<file path="src/rtl/dcache_pkg.sv">
// dcache_pkg: shared FSM state type and default cache geometry
//   DEF_SETS / DEF_WORDS : default line count and words per line
//   IDX_W / OFF_W / TAG_W: address field widths for the default geometry
package dcache_pkg;
  localparam int DEF_SETS = 16;
  localparam int DEF_WORDS = 4;
  localparam int IDX_W = $clog2(DEF_SETS);
  localparam int OFF_W = $clog2(DEF_WORDS);
  localparam int TAG_W = 32 - IDX_W - OFF_W - 2;
  typedef enum logic [1:0] {IDLE, REFILL, WRITE} state_t;
endpackage

</file>
<file path="src/rtl/dcache_if.sv">
// dcache_if: memory-stage request bus and backing-memory bus of the data cache
//   cpu side : req_valid_M, req_write_M, addr_M, wdata_M, wstrb_M -> rdata_M, stall
//   mem side : mem_req, mem_we, mem_addr, mem_wdata, mem_wstrb -> mem_ack, mem_rdata
//   slave modport is the cache view, master modport the pipeline/memory view
interface dcache_if;
  logic req_valid_M, req_write_M, stall;
  logic [31:0] addr_M, wdata_M, rdata_M;
  logic [3:0] wstrb_M;
  logic mem_req, mem_we, mem_ack;
  logic [31:0] mem_addr, mem_wdata, mem_rdata;
  logic [3:0] mem_wstrb;
  modport slave(
    input req_valid_M, req_write_M, addr_M, wdata_M, wstrb_M, mem_ack, mem_rdata,
    output rdata_M, stall, mem_req, mem_we, mem_addr, mem_wdata, mem_wstrb
  );
  modport master(
    output req_valid_M, req_write_M, addr_M, wdata_M, wstrb_M, mem_ack, mem_rdata,
    input rdata_M, stall, mem_req, mem_we, mem_addr, mem_wdata, mem_wstrb
  );
endinterface

</file>
<file path="src/rtl/dcache_array.sv">
// dcache_array: tag, valid and data storage for a direct-mapped cache
//   idx           : line selected for read, write and fill
//   rword / wword : word offset for the async read and the sync write
//   tag, valid, rdata : async read of the selected line
//   we, wstrb, wdata  : byte-strobed sync data write
//   fill, fill_tag    : set tag and valid of the selected line
//   rst               : async clear of all valid bits only
module dcache_array
  import dcache_pkg::*;
#(
  parameter int SETS = DEF_SETS,
  parameter int WORDS = DEF_WORDS,
  parameter int TW = TAG_W
) (
  input  logic clk,
  input  logic rst,
  input  logic [$clog2(SETS)-1:0] idx,
  input  logic [$clog2(WORDS)-1:0] rword,
  input  logic [$clog2(WORDS)-1:0] wword,
  output logic [TW-1:0] tag,
  output logic valid,
  output logic [31:0] rdata,
  input  logic we,
  input  logic [3:0] wstrb,
  input  logic [31:0] wdata,
  input  logic fill,
  input  logic [TW-1:0] fill_tag
);
  logic [31:0] data [SETS*WORDS];
  logic [TW-1:0] tags [SETS];
  logic [SETS-1:0] valid_q;
  assign tag = tags[idx];
  assign valid = valid_q[idx];
  assign rdata = data[{idx, rword}];
  always_ff @(posedge clk) begin
    for (int i = 0; i < 4; i++)
      if (we && wstrb[i]) data[{idx, wword}][8*i +: 8] <= wdata[8*i +: 8];
    if (fill) tags[idx] <= fill_tag;
  end
  always_ff @(posedge clk or posedge rst)
    if (rst) valid_q <= '0;
    else if (fill) valid_q[idx] <= 1'b1;
endmodule

</file>
<file path="src/rtl/data_cache.sv">
// data_cache: direct-mapped, write-through, no-write-allocate data cache
//   clk, rst : clock and async active-high reset
//   bus      : dcache_if.slave (memory-stage request and backing-memory bus)
//   hit_count, miss_count : access statistics, present only with DCACHE_STATS_EN
module data_cache
  import dcache_pkg::*;
#(
  parameter int SETS = DEF_SETS,
  parameter int WORDS_PER_LINE = DEF_WORDS
) (
  input logic clk,
  input logic rst,
  dcache_if.slave bus
`ifdef DCACHE_STATS_EN
  ,
  output logic [31:0] hit_count,
  output logic [31:0] miss_count
`endif
);
  localparam int IW = $clog2(SETS);
  localparam int OW = $clog2(WORDS_PER_LINE);
  localparam int TW = 32 - IW - OW - 2;
  state_t state, state_n;
  logic [OW-1:0] cnt;
  logic [31:2] addr_q, a;
  logic [31:0] wdata_q, arr_rdata, arr_wdata;
  logic [3:0] wstrb_q, arr_wstrb;
  logic [TW-1:0] arr_tag;
  logic [OW-1:0] wword;
  logic arr_valid, hit, we, fill;
  // the pipeline holds the request during stall, but the latched copy keeps
  // the memory bus stable whatever happens upstream
  assign a = state == IDLE ? bus.addr_M[31:2] : addr_q;
  assign hit = arr_valid && arr_tag == a[31 -: TW];
  dcache_array #(.SETS(SETS), .WORDS(WORDS_PER_LINE), .TW(TW)) u_array (
    .clk(clk),
    .rst(rst),
    .idx(a[OW+2 +: IW]),
    .rword(bus.addr_M[2 +: OW]),
    .wword(wword),
    .tag(arr_tag),
    .valid(arr_valid),
    .rdata(arr_rdata),
    .we(we),
    .wstrb(arr_wstrb),
    .wdata(arr_wdata),
    .fill(fill),
    .fill_tag(addr_q[31 -: TW])
  );
  assign bus.rdata_M = state == IDLE && bus.req_valid_M && !bus.req_write_M && hit ? arr_rdata : 32'd0;
  assign bus.mem_wdata = wdata_q;
  assign bus.mem_wstrb = wstrb_q;
  always_comb begin
    state_n = state;
    bus.stall = 1'b0;
    bus.mem_req = 1'b0;
    bus.mem_we = 1'b0;
    bus.mem_addr = {addr_q, 2'b00};
    we = 1'b0;
    fill = 1'b0;
    arr_wstrb = 4'hf;
    arr_wdata = bus.mem_rdata;
    wword = cnt;
    case (state)
      IDLE: begin
        bus.stall = bus.req_valid_M && (bus.req_write_M || !hit);
        state_n = !bus.req_valid_M ? IDLE : bus.req_write_M ? WRITE : hit ? IDLE : REFILL;
      end
      REFILL: begin
        bus.stall = 1'b1;
        bus.mem_req = 1'b1;
        bus.mem_addr = {addr_q[31:OW+2], cnt, 2'b00};
        we = bus.mem_ack;
        fill = bus.mem_ack && cnt == OW'(WORDS_PER_LINE - 1);
        state_n = fill ? IDLE : REFILL;
      end
      WRITE: begin
        // the store retires in the ack cycle, so stall drops with it
        bus.stall = !bus.mem_ack;
        bus.mem_req = 1'b1;
        bus.mem_we = 1'b1;
        we = bus.mem_ack && hit;
        arr_wstrb = wstrb_q;
        arr_wdata = wdata_q;
        wword = addr_q[2 +: OW];
        state_n = bus.mem_ack ? IDLE : WRITE;
      end
      default: state_n = IDLE;
    endcase
  end
  always_ff @(posedge clk or posedge rst)
    if (rst) begin
      state <= IDLE;
      cnt <= '0;
    end else begin
      state <= state_n;
      if (state == REFILL && bus.mem_ack) cnt <= cnt + 1'b1;
    end
  always_ff @(posedge clk)
    if (state == IDLE && bus.req_valid_M) begin
      addr_q <= bus.addr_M[31:2];
      wdata_q <= bus.wdata_M;
      wstrb_q <= bus.wstrb_M;
    end
`ifdef DCACHE_STATS_EN
  logic replay;
  // the load held through a refill re-presents itself once; do not count it twice
  always_ff @(posedge clk or posedge rst)
    if (rst) begin
      hit_count <= '0;
      miss_count <= '0;
      replay <= 1'b0;
    end else begin
      replay <= fill ? 1'b1 : state == IDLE ? 1'b0 : replay;
      if (state == IDLE && bus.req_valid_M && !replay) begin
        hit_count <= hit_count + 32'(hit);
        miss_count <= miss_count + 32'(!hit);
      end
    end
`endif
endmodule

</file>
<file path="src/flat_wrapper.sv">
// flat-port wrapper written by rule: the top's interface ports become plain ports
module data_cache_flat import dcache_pkg::*;
#(
  parameter int SETS = DEF_SETS,
  parameter int WORDS_PER_LINE = DEF_WORDS
)
  (clk, rst, bus_req_valid_M, bus_req_write_M, bus_addr_M, bus_wdata_M, bus_wstrb_M, bus_mem_ack, bus_mem_rdata, bus_rdata_M, bus_stall, bus_mem_req, bus_mem_we, bus_mem_addr, bus_mem_wdata, bus_mem_wstrb);
  dcache_if bus_i ();
  input logic clk;
  input logic rst;
  input wire logic [$bits(bus_i.req_valid_M)-1:0] bus_req_valid_M;
  input wire logic [$bits(bus_i.req_write_M)-1:0] bus_req_write_M;
  input wire logic [$bits(bus_i.addr_M)-1:0] bus_addr_M;
  input wire logic [$bits(bus_i.wdata_M)-1:0] bus_wdata_M;
  input wire logic [$bits(bus_i.wstrb_M)-1:0] bus_wstrb_M;
  input wire logic [$bits(bus_i.mem_ack)-1:0] bus_mem_ack;
  input wire logic [$bits(bus_i.mem_rdata)-1:0] bus_mem_rdata;
  output wire logic [$bits(bus_i.rdata_M)-1:0] bus_rdata_M;
  output wire logic [$bits(bus_i.stall)-1:0] bus_stall;
  output wire logic [$bits(bus_i.mem_req)-1:0] bus_mem_req;
  output wire logic [$bits(bus_i.mem_we)-1:0] bus_mem_we;
  output wire logic [$bits(bus_i.mem_addr)-1:0] bus_mem_addr;
  output wire logic [$bits(bus_i.mem_wdata)-1:0] bus_mem_wdata;
  output wire logic [$bits(bus_i.mem_wstrb)-1:0] bus_mem_wstrb;
  assign bus_i.req_valid_M = bus_req_valid_M;
  assign bus_i.req_write_M = bus_req_write_M;
  assign bus_i.addr_M = bus_addr_M;
  assign bus_i.wdata_M = bus_wdata_M;
  assign bus_i.wstrb_M = bus_wstrb_M;
  assign bus_i.mem_ack = bus_mem_ack;
  assign bus_i.mem_rdata = bus_mem_rdata;
  assign bus_rdata_M = bus_i.rdata_M;
  assign bus_stall = bus_i.stall;
  assign bus_mem_req = bus_i.mem_req;
  assign bus_mem_we = bus_i.mem_we;
  assign bus_mem_addr = bus_i.mem_addr;
  assign bus_mem_wdata = bus_i.mem_wdata;
  assign bus_mem_wstrb = bus_i.mem_wstrb;
  data_cache #(.SETS(SETS), .WORDS_PER_LINE(WORDS_PER_LINE)) u_core (.clk(clk), .rst(rst), .bus(bus_i));
endmodule
</file>
<file path="config.mk">
export PLATFORM = sky130hd
export DESIGN_NAME = data_cache_flat
export DESIGN_NICKNAME = d
export VERILOG_FILES = /design/src/rtl/dcache_pkg.sv /design/src/rtl/dcache_if.sv /design/src/rtl/dcache_array.sv /design/src/rtl/data_cache.sv /design/src/flat_wrapper.sv
export SDC_FILE = /design/constraint.sdc
export NUM_CORES = 2
export LEC_CHECK = 0
export ABC_AREA = 1
export BUFFER_PORTS_ARGS = -buffer_cell sky130_fd_sc_hd__clkbuf_2
export CAP_MARGIN = 20
export CORE_MARGIN = 5
export CORE_UTILIZATION = 45
export CTS_CLUSTER_DIAMETER = 120
export CTS_CLUSTER_SIZE = 16
export DETAILED_ROUTE_END_ITERATION = 8
export PLACE_DENSITY = 0.69
export SLEW_MARGIN = 20
export SYNTH_ARGS = -nofsm -noshare
export SYNTH_HDL_FRONTEND = slang
export SYNTH_SLANG_ARGS = --single-unit
</file>
<file path="constraint.sdc">
create_clock -name clk -period 9.4 [get_ports clk]
set_input_delay 0.47 -clock clk [delete_from_list [all_inputs] [get_ports clk]]
set_output_delay 0.47 -clock clk [all_outputs]
set_load 0.01 [all_outputs]
</file>
==> impl_results.md <==
* Power Density at 240.3 nW/µm²
* Synth top area share at 72.84%
* Worst VDD drop at 0.2810 mV
* RSZ-0062 raised after global routing: no
* Filler Cells Inserted at 19240
* Post-Synth Adder-Cell Area at 0.06074%
* Largest family of logic cells by synthesized area: simple AND/OR/NAND/NOR gates
* Multiplexer share of the synthesized area at 0.1276%
* Initial antenna violation count at 16
* Die area at 238500 µm²
* Post-synthesis register bit count at 2518
* CP max FO at 65
* Clock root buffer: clkbuf_16
* CP delay by family, top: simple AND/OR/NAND/NOR gates
* Post-CTS Setup Bufs at 0
* First-iteration detailed-routing DRC count at 8681
* Post-Syn Instances at 8435
* Reg clk slew, reported paths at 0.08 ns
* Remaining antenna violation count at 0
* Vias at 65860
* YS warnings at 0
* Post-route DRC at 2
* Tightest Pin Transition at 1.224 ns
* I/O pin total at 208
* Global-route wire length before repair at 403.0 mm
* Final Hold Viols at 0
* Slew HR at 18.20%
* Vias in the first global route at 61640
* GRT Overall Usage at 22.54%
* Clock sinks at 2518
* Max-cap viol count at 0
* Status: finished, violations left
* Hold-fix buffers, CTS at 68
* Lkg Pwr at 38.78 nW
* Fin Setup TNS at 0 ns
* Core area at 227500 µm²
* Synth Cell Area at 103000 µm²
* Clock Path Buffers at 3
* Fin crit period at 7.412 ns
* Total Nets Final at 8542
* Share of cells above drive strength 1 at 7.529%
* Rows at 175
* Xor and xnor area share after synthesis at 0.01701%
* CTS tree: built
* DIE HEIGHT at 488.4 µm
* Routed len/inst at 24.10 µm
* WP buf/inv at 7
* Critical path class: reg2out
* Mapped Avg Cell Area at 12.21 µm²
* CP Data Arrival Time at 6.94 ns
* Finish-stage setup viols at 0
* Critical path endpoint category: output port
* Violated checks: design-rule violations
* Slowest library cell on the worst path: nor2_1
* Via-to-Cell Ratio at 5.734
* Largest net degree at the start of global routing at 199
* CTS buffer count at 175
* Crit path launch type: register
* Post-synthesis compound-gate area fraction at 8.468%
* Grt ovf at 0
* Initial Utilization at 45.27%
* Post-synth top area cell: edfxtp_1
* Port bufs at 203
* Final Util at 49.27%
* Drt pass-1 iters at 8
* Resized cells post-CTS at 0
* Tcrit/Tclk final at 78.85%
* Crit-path cells: inv_1, ha_2, buf_4, inv_4, nand2_1, nand2_4, buf_4, nand2_1, inv_6, buf_12, a22o_1, a221oi_1, o22ai_1, or2_2, nor2_1, clkbuf_2
* H-tree Lvls at 4
* Clock Latency Late Sink at 0.85 ns
* Worst hold-check path type: in2reg
* Final GP Congestion at 0.8379
* Synth Area in Simple Gates at 14.49%
* Layout area overhead at 8.826%
* Final wirelength at 276.7 mm
* Max Slew Vio Count at 0
* Die Wd at 488.4 µm
* Post-synthesis cell type count at 47
* Clock Skews at 0.06889 ns
* Register area share after synthesis at 73.32%
* CP required at 8.93 ns
* CP peak stage delay at 0.66 ns
* Post-DP HPWL at 159.6 mm
* Max Clk Rate at 134.9 MHz
* Area contributors post-synth: edfxtp_1, nand2_1, nor2_1
[flip-flops by register name, indices dropped and copies added (netlist names)]
register and count:
u_core.bus.mem_wstrb 4, u_core.u_array.tags 384, u_core.u_array.valid_q 16, u_core.u_array.data 2048, u_core.cnt 2, u_core.bus.mem_wdata 32, u_core.state 2, u_core.addr_q 30
[synth_stat cells (all sizes together)]
cell type and number:
a211oi 2, a21oi 251, a221oi 126, a22o 124
a32o 248, a41oi 2, and3 1, buf 177
clkbuf 378, clkinv 1, conb 1, dfrtp 20
edfxtp 2498, ha 5, inv 281, mux2 1
mux2i 12, nand2 2206, nand3 271, nand3b 14
nand4 3, nor2 1231, nor3 9, o21a 1
o21ai 421, o21bai 11, o22ai 64, o32ai 16
or2 58, xnor2 1, xor2 1
[worst register-to-register path, stage by stage (launching register included)]
cell	delay [ns]
dfrtp_1	0.41
inv_1	0.10
ha_2	0.44
buf_4	0.38
inv_4	0.14
nand2_2	0.41
nand2_8	0.59
buf_4	0.60
nand2_1	0.10
o21ai_0	0.08
nand2_1	0.07
nand2_1	0.06
nand2_1	0.06
nand2_1	0.10
o21bai_1	0.29
nand2_1	0.08
nor2_1	0.09
nand3_1	0.09
nor2_2	0.24
nand3_2	0.13
nand2_4	0.17
nand3_4	0.68
nor2_1	1.10
[placed cells by master (no fill, tap or decap), drive strengths merged, types with 105 or more instances in the layout]
master,instances
nor2,1231
o21ai,421
clkbuf,398
a221oi,126
nand2,2206
inv,282
a22o,124
a32o,248
a21oi,251
edfxtp,2498
buf,105
nand3,271
[metrics by stage]
stage                     setup WS, ns  instances  hold WS (ns)  area, µm²  total power, mW
after floorplan                  5.617       8436        0.4274     103000            17.39
after global placement           2.763      11190        0.4416     106400            19.92
after detailed placement         2.636      11190        0.4468     106600            19.99
after CTS                        2.072      11470       0.06127     112000            26.94
after global routing             1.679      11480        0.1084     112100            27.86
final                            1.988      11490        0.1198     112100            26.94
[cell type report]
type                    count  area, µm²  share of cell area, %
diodes                     15      37.54                0.03349
clock buffers             197       4589                  4.095
clock inverters             9      160.2                 0.1429
inverters                 282       1075                 0.9589
multi-input cells        5081      24130                  21.53
flip-flops and latches   2518      75510                  67.37
well taps                3009       3765                  3.359
repair buffers            374       2805                  2.503
[power breakdown]
group	total [mW]	switching [mW]	leakage [nW]	internal, mW
clock	7.08	3.64	2.32	3.44
sequential	13.3	0.139	22.7	13.2
combinational	6.52	4.94	13.7	1.57
total	26.9	8.72	38.8	18.2
[per-layer routing]
layer | GRT usage (%) | vias to the layer above | part of all wire (%)
met3 | 4.734 | 609 | 9.7
met2 | 35.39 | 3310 | 46
met1 | 30.24 | 32220 | 39
met5 | 0.2041 | - | 0.041
li1 | - | 29710 | -
met4 | 10.54 | 10 | 5.1
[kinds of logic after synthesis]
kind of cell               Yosys count
and+or+nand+nor                   3793
DFF                               2518
AOI/OAI and AO/OA                 1266
buffers and inverters              837
muxes                               13
adders and majority gates            5
xor gates and xnor gates             2
other                                1
[worst paths after layout]
check,cells past startpoint,slack (ns),end,start
max,16,1.99,bus_rdata_M[21],u_core.state[0]$_DFF_PP0_
min,5,0.12,u_core.state[0]$_DFF_PP0_,bus_req_valid_M
max reg2reg,22,2.56,u_core.u_array.data[7][22]$_DFFE_PP_,u_core.state[0]$_DFF_PP0_
min reg2reg,2,0.46,u_core.u_array.valid_q[15]$_DFFE_PP0P_,u_core.u_array.valid_q[15]$_DFFE_PP0P_
max in group asynchronous,3,8.54,u_core.u_array.valid_q[3]$_DFFE_PP0P_,rst
min in group asynchronous,3,0.33,u_core.state[0]$_DFF_PP0_,rst
(Power assumes the default switching activity.)
